--- config.mk ---
export PLATFORM = sky130hd
export DESIGN_NAME = display_sequencer
export DESIGN_NICKNAME = d
export VERILOG_FILES = /design/src/rtl/display_sequencer.sv
export SDC_FILE = /design/constraint.sdc
export NUM_CORES = 1
export LEC_CHECK = 0
export CORE_MARGIN = 3
export CORE_UTILIZATION = 44
export CTS_CLUSTER_SIZE = 16
export DETAILED_ROUTE_END_ITERATION = 10
export PLACE_DENSITY = 0.81
export SYNTH_ARGS = -nofsm -noshare
export SYNTH_HDL_FRONTEND = slang
export SYNTH_SLANG_ARGS = --single-unit
--- constraint.sdc ---
create_clock -name clk -period 2.4 [get_ports clk]
set_input_delay 0.48 -clock clk [delete_from_list [all_inputs] [get_ports clk]]
set_output_delay 0.48 -clock clk [all_outputs]
set_load 0.005 [all_outputs]
--- src/rtl/display_sequencer.sv ---
`default_nettype none
// +--------------------------------------------------------------------------+
// | display_sequencer : bomb-game FSM, countdown timer and OLED pixel pipe.  |
// | Define DISPLAY_SEQUENCER_BLINK_EN for a blinking BOOM screen. Rev 1.0    |
// +--------------------------------------------------------------------------+
module display_sequencer #(
  parameter int COUNT_SECONDS  = 30,
  parameter int FRAMES_PER_SEC = 60
) (
  input  logic        clk,
  input  logic        rst_n,
  input  logic        frame_begin,
  input  logic [12:0] pixel_index,
  input  logic        btn_start,
  input  logic [4:0]  wire_sw,
  input  logic [2:0]  correct_wire,
  input  logic [15:0] start_data,
  input  logic [15:0] game_data,
  input  logic [15:0] boom_data,
  input  logic [15:0] defused_data,
  output logic [6:0]  x,
  output logic [5:0]  y,
  output logic [15:0] oled_data,
  output logic [2:0]  state,
  output logic [6:0]  seconds_left
);

  localparam int            FW         = (FRAMES_PER_SEC > 1) ? $clog2(FRAMES_PER_SEC) : 1;
  localparam logic [FW-1:0] FRAME_LAST = FW'(FRAMES_PER_SEC - 1);
  localparam logic [6:0]    SEC_INIT   = 7'(COUNT_SECONDS);

  typedef enum logic [2:0] {
    S_START   = 3'd0,
    S_ARM     = 3'd1,
    S_RUN     = 3'd2,
    S_BOOM    = 3'd3,
    S_DEFUSED = 3'd4
  } state_e;

  state_e        state_q, state_d;
  logic [6:0]    sec_q, sec_d;
  logic [FW-1:0] frame_q, frame_d;
  logic [2:0]    corr_q, corr_d;
  logic          btn_q;
  logic [4:0]    wire_q;
  logic          primed_q;
  logic [6:0]    x_q;
  logic [5:0]    y_q;
  logic [15:0]   oled_q, oled_d;
  logic [15:0]   boom_disp;
  logic          btn_rise;
  logic [4:0]    wire_rise;

  // Edges are masked on the first clk after reset so a held button is not a press.
  assign btn_rise  = primed_q & btn_start & ~btn_q;
  assign wire_rise = primed_q ? (wire_sw & ~wire_q) : 5'b00000;

  always_comb begin
    state_d = state_q;
    sec_d   = sec_q;
    frame_d = frame_q;
    corr_d  = corr_q;
    case (state_q)
      S_START: begin
        if (btn_rise) state_d = S_ARM;
      end
      S_ARM: begin
        if (wire_sw == 5'b00000) begin
          state_d = S_RUN;
          sec_d   = SEC_INIT;
          frame_d = '0;
          corr_d  = correct_wire;
        end
      end
      S_RUN: begin
        if (sec_q == 7'd0) begin
          state_d = S_BOOM;
        end else if (wire_rise != 5'b00000) begin
          // An out-of-range latched index shifts to zero, so any cut detonates.
          state_d = (wire_rise == (5'b00001 << corr_q)) ? S_DEFUSED : S_BOOM;
        end else if (frame_begin) begin
          if (frame_q == FRAME_LAST) begin
            frame_d = '0;
            sec_d   = sec_q - 7'd1;
          end else begin
            frame_d = frame_q + 1'b1;
          end
        end
      end
      S_BOOM, S_DEFUSED: begin
        if (btn_rise) begin
          state_d = S_START;
          sec_d   = SEC_INIT;
        end
      end
      default: begin
        state_d = S_START;
        sec_d   = SEC_INIT;
      end
    endcase
  end

`ifdef DISPLAY_SEQUENCER_BLINK_EN
  logic [3:0] blink_q, blink_d;

  always_comb begin
    blink_d = 4'd0;
    if (state_q == S_BOOM) blink_d = frame_begin ? blink_q + 4'd1 : blink_q;
  end

  always_ff @(posedge clk or negedge rst_n) begin
    if (!rst_n) blink_q <= 4'd0;
    else        blink_q <= blink_d;
  end

  assign boom_disp = blink_q[3] ? ~boom_data : boom_data;
`else
  assign boom_disp = boom_data;
`endif

  always_comb begin
    oled_d = start_data;
    case (state_q)
      S_RUN:     oled_d = game_data;
      S_BOOM:    oled_d = boom_disp;
      S_DEFUSED: oled_d = defused_data;
      default:   oled_d = start_data;
    endcase
  end

  always_ff @(posedge clk or negedge rst_n) begin
    if (!rst_n) begin
      state_q  <= S_START;
      sec_q    <= SEC_INIT;
      frame_q  <= '0;
      corr_q   <= 3'd0;
      btn_q    <= 1'b0;
      wire_q   <= 5'b00000;
      primed_q <= 1'b0;
      x_q      <= 7'd0;
      y_q      <= 6'd0;
      oled_q   <= 16'd0;
    end else begin
      state_q  <= state_d;
      sec_q    <= sec_d;
      frame_q  <= frame_d;
      corr_q   <= corr_d;
      btn_q    <= btn_start;
      wire_q   <= wire_sw;
      primed_q <= 1'b1;
      x_q      <= 7'(pixel_index % 13'd96);
      y_q      <= 6'(pixel_index / 13'd96);
      oled_q   <= oled_d;
    end
  end

  assign x            = x_q;
  assign y            = y_q;
  assign oled_data    = oled_q;
  assign state        = state_q;
  assign seconds_left = sec_q;

endmodule
`default_nettype wire
# Word level (Yosys, flattened, before mapping)
# Cells that the tools add are included.
# Widths: inputs -> output; s select.
dict set report op_classes {
  n_addsub 2
  div_mod_pow 2
  bitwise_logic 6
  n_eq_ne 14
  n_mux 22
  shifts 1
  reduce_logical 10
}
# cell count
set op_table {}
lappend op_table {{$pmux 16 s3} 1}
lappend op_table {{$mux 7} 6}
lappend op_table {{$mux 6} 5}
lappend op_table {{$pmux 7 s4} 1}
lappend op_table {{$mux 3} 6}
lappend op_table {{$ne 2x2->1 const B} 7}
lappend op_table {{$div 13x7->13 const B} 1}
lappend op_table {{$mod 13x7->13 const B} 1}
lappend op_table {{$pmux 3 s4} 1}
lappend op_table {{$pmux 6 s2} 1}
lappend op_table {{$logic_not 7->1} 1}
lappend op_table {{$reduce_and 7->1} 1}
lappend op_table {{$sub 7x1->7 const B} 1}
lappend op_table {{$add 6x1->6 const B} 1}
lappend op_table {{$eq 3x2->1 const B} 2}
lappend op_table {{$eq 6x6->1 const B} 1}
lappend op_table {{$and 5x5->5} 1}
lappend op_table {{$eq 5x5->1} 1}
lappend op_table {{$logic_not 5->1} 1}
lappend op_table {{$mux 5} 1}
lappend op_table {{$not 5->5} 1}
lappend op_table {{$reduce_and 5->1} 1}
lappend op_table {{$reduce_bool 5->1} 1}
lappend op_table {{$shl 1x3->5 const A} 1}
lappend op_table {{10 further kinds} 12}
dict set report word_totals {
  ff_bits 55
  out_inout_bits 39
  word_cells 67
  input_bits 89
}

# Longest topological paths before layout
dict set report depth {
  ltp_word 8
  mapped_depth 8
}

# Worst setup path after synthesis
# Ideal clock, no wire load.
dict set report synth_path {
  path_kind {input-to-reg}
  start {in wire_sw[3]}
  end {reg frame_q[4]}
  required_ns 2.279
  cell_stages 6
  path_buffers 0
  arrival_time_ns 1.831
  slack_ns 0.448
  cell_sequence {nor2b_1 > o31ai_4 > nand4_2 > o31a_1 > a211o_1 > a22o_1}
}
dict set report synth_between {
  elab_chain_len 5
  word_cells_on_any_way 7
}
# element line
set synth_lines {}
lappend synth_lines {{start: declaration} 15} ;# input logic [4:0] wire_sw,
lappend synth_lines {{$and 5x5->5} 56} ;# assign wire_rise = primed_q ? (wire_sw & ~wire_q) : 5'b00000;
lappend synth_lines {{$mux 5} 56}
lappend synth_lines {{$reduce_bool 5->1} 78} ;# end else if (wire_rise != 5'b00000) begin
lappend synth_lines {{$ne 2x2->1 (no line)} -}
lappend synth_lines {{$reduce_and 5->1 (no line) *} -}
lappend synth_lines {{end signal: assignment} 146} ;# frame_q <= frame_d;
lappend synth_lines {{end: declaration} 42} ;# logic [FW-1:0] frame_q, frame_d;
# Every way passes the cells marked *; elsewhere a longest branch is shown, timed or not.
# A chain may end at the register's enable or synchronous reset.

# Worst setup path in the final report
dict set report layout_path {
  start {in pixel_index[11]}
  end {reg x_q[6] (netlist: x[6])}
}
dict set report layout_between {
  elab_chain_len 1
}
# element line
set layout_lines {}
lappend layout_lines {{start: declaration} 13} ;# input logic [12:0] pixel_index,
lappend layout_lines {{$mod 13x7->13} 151} ;# x_q <= 7'(pixel_index % 13'd96);
lappend layout_lines {{end signal: assignment} 151}
lappend layout_lines {{end: declaration} 47} ;# logic [6:0] x_q;
# No other way between the ends.

==> results.json <==
{
  "outcome": "complete, no violations",
  "die_area_um2": 8410,
  "cts_buffer_depth": 2,
  "totalWireLength_mm": 9.27,
  "synth_edf_count": 0,
  "arrival_ns": 2.48,
  "cp_slowest_cell": "clkdlybuf4s50_1",
  "rsz0062_at_grt": "false",
  "ys_warn_count": 0,
  "grt_max_degree": 23,
  "fin_crit_sh_pct": 94.9,
  "antenna_found_initial": 0,
  "die_x_um": 91.7,
  "p_per_area_nw_per_um2": 684,
  "start_kind": "input pin",
  "hold_viol_final": 0,
  "synth_cells": 336,
  "drt_iter0_markers": 198,
  "core_area_um2": 6940,
  "place_congestion": 0.880,
  "ys.flop_type": "dfrtp_1",
  "cts_hold_buf": 0,
  "cts_resized": 0,
  "peakVddDrop_uv": 297,
  "cts_setup_buffers": 0,
  "reg2reg_to": "oled_data[1]$_DFF_PN0_",
  "end_kind": "register",
  "synth_fp_nets": 428,
  "endpoint": "x[6]$_DFF_PN0_",
  "total_power_uw": 3370,
  "final_common_cell": "clkdlybuf4s50_1",
  "place_inst": 579,
  "drtAntennaViolNets": 0,
  "fin_util_pct": 70.9,
  "cts.sinks": 55,
  "firstDrtPassIters": 4,
  "relSlewSlack_pct": 22.9,
  "required_ns": 2.60,
  "grt.overflow.total": 0,
  "path_cells": "clkdlybuf4s50_1 -> xor2_1 -> a2111oi_1 -> a31o_1 -> nand2b_1 -> o21ai_1 -> a221o_1",
  "stdcell_count": 587,
  "finalCriticalPeriod_ns": 2.28,
  "fin_worst_skew_ns": 0.0102,
  "diodes": 0,
  "portBuffers": 127,
  "r2r_start": "state[1]$_DFFE_PN0P_",
  "cts.clk_slew.worst_paths_ns": 0.10,
  "max_freq_mhz": 439,
  "netlist_area_um2": 3230,
  "cp_max_fo": 9,
  "ys_top_cells_by_area": "dfrtp_1, a221o_1, mux2i_1, nor2_1, dfstp_2",
  "die_h_um": 91.7,
  "fin_nets": 582,
  "finalSetupViolations": 0,
  "dp_hpwl_mm": 7.40,
  "via_per_inst": 5.57,
  "worstRegToRegCells": 4,
  "cts_tree": "built",
  "cp_slowest_stage_delay_ns": 0.56,
  "worstSetupPathDepth": 7,
  "rows": 30,
  "r2r_slack_ns": 0.37,
  "cts_buffers": 5,
  "routedWlPerCell_um": 15.8,
  "slew_viol_final": 0,
  "async_flop_share_pct": 100,
  "yosysUniqueCellTypes": 68,
  "crit_family": "compound AO/OA/AOI/OAI gates",
  "critPathKind": "in2reg",
  "leakage_uw": 0.00211,
  "area_growth_pct": 52.3,
  "tightest_slew_ns": 1.15,
  "start_util_pct": 46.5,
  "min_path_type": "in2async",
  "h-tree-depth": 2,
  "insertion_delay_ns": 0.31,
  "synth_top_area_share_pct": 39.5,
  "ys_ff_latch": 55,
  "drive_gt1_share_pct": 13.0,
  "vias": 3268,
  "layout_common_cells": "clkdlybuf4s50_1, dfrtp_1, buf_4",
  "clockRootBuffer": "clkbuf_8",
  "syn_area_per_cell_um2": 9.62,
  "ys_seq_area_share_pct": 42.7,
  "grtUsageTotal_pct": 22.0,
  "maxCapViolCount": 0,
  "drc_errors": 0,
  "synth_top_area_cell": "dfrtp_1",
  "grt_pass1_vias": 3249,
  "pin_count": 128,
  "crit_start": "pixel_index[11]",
  "crit_buf_inv": 1,
  "grt_pass1_wl_mm": 15.2
}
[state kept, by name, summed over array words and instances (netlist names)]
signal / count
btn_q: 1
corr_q: 3
frame_q: 6
oled_data: 16
primed_q: 1
seconds_left: 7
state: 3
wire_q: 5
x: 7
y: 6
[kinds of logic after synthesis]
| logic type | count (synthesis) | share of synthesized area [%] |
|---|---|---|
| AND/OR/NAND/NOR | 115 | 18.9 |
| AO/OA/AOI/OAI | 105 | 24.4 |
| adder cells (fa/ha/maj) | 3 | 1.16 |
| multiplexers | 21 | 6.66 |
| other | 1 | 0.116 |
| flip-flops | 55 | 42.7 |
| XOR/XNOR | 4 | 1.08 |
| buffers and inverters | 32 | 4.96 |
[where the power goes]
| group | switching, uW | internal (uW) | total, uW |
|---|---|---|---|
| Combinational | 614 | 819 | 1430 |
| Sequential | 144 | 1140 | 1280 |
| Clock | 308 | 338 | 647 |
| Total | 1070 | 2300 | 3360 |
[worst min-delay path by stage]
stage,slack [ns],end,cells after the start,startpoint
6_report,0.04,seconds_left[5]$_DFFE_PN0P_,1,rst_n
5_1_grt,0.06,seconds_left[5]$_DFFE_PN0P_,1,rst_n
4_1_cts,0.05,seconds_left[5]$_DFFE_PN0P_,1,rst_n
3_5_place_dp,0.39,seconds_left[5]$_DFFE_PN0P_,1,rst_n
3_3_place_gp,0.39,seconds_left[5]$_DFFE_PN0P_,1,rst_n
2_1_floorplan,0.18,btn_q$_DFF_PN0_,0,rst_n
[synthesized netlist by cell type, types with 3 or more instances]
library cell / n
dfrtp_1: 51
nor2_1: 36
nand2_1: 19
a221o_1: 18
a21oi_1: 17
mux2i_1: 17
o21ai_0: 15
inv_1: 11
nand3_1: 9
buf_2: 8
a31oi_1: 7
clkbuf_1: 7
nand2b_1: 7
nor2b_1: 7
nor3_1: 7
o21ai_1: 6
nor4_1: 5
a211o_1: 4
dfstp_2: 4
a22o_1: 3
buf_6: 3
ha_1: 3
mux2_1: 3
o211ai_1: 3
o31ai_1: 3
or3_1: 3
xor2_1: 3
[per-layer routing]
metal	share of wire (%)	track usage (%)	vias up
met5	0	0	-
met1	39	26.6	1592
li1	-	-	1564
met4	1.1	4.46	0
met2	54	39.7	101
met3	5.8	5.17	11
[layout make-up]
class	count	area (um2)
Fill cell	519	2020
Multi-Input combinational cell	249	1690
Timing Repair Buffer	167	1570
Sequential cell	55	1380
Tap cell	96	120
Clock buffer	6	82.6
Inverter	12	45.0
Clock inverter	2	35.0
[worst register-to-register path, delay by kind of cell (launching register included)]
kind | cells | cell delay, ns
and+or+nand+nor | 3 | 1.16
DFF | 1 | 0.52
AOI/OAI and AO/OA | 1 | 0.29
[metrics by stage]
stage | hold slack (ns) | setup slack, ns | area [um2] | setup TNS (ns)
after detailed placement | 0.392 | -0.174 | 4800 | -1.72
after floorplan | 0.184 | 0.448 | 3230 | 0
final | 0.0424 | 0.123 | 4920 | 0
after global routing | 0.0590 | 0.00949 | 4920 | 0
after CTS | 0.0496 | 0.146 | 4920 | 0
after global placement | 0.386 | -0.0766 | 4800 | -0.648
Power figures use the tool's default switching activity.
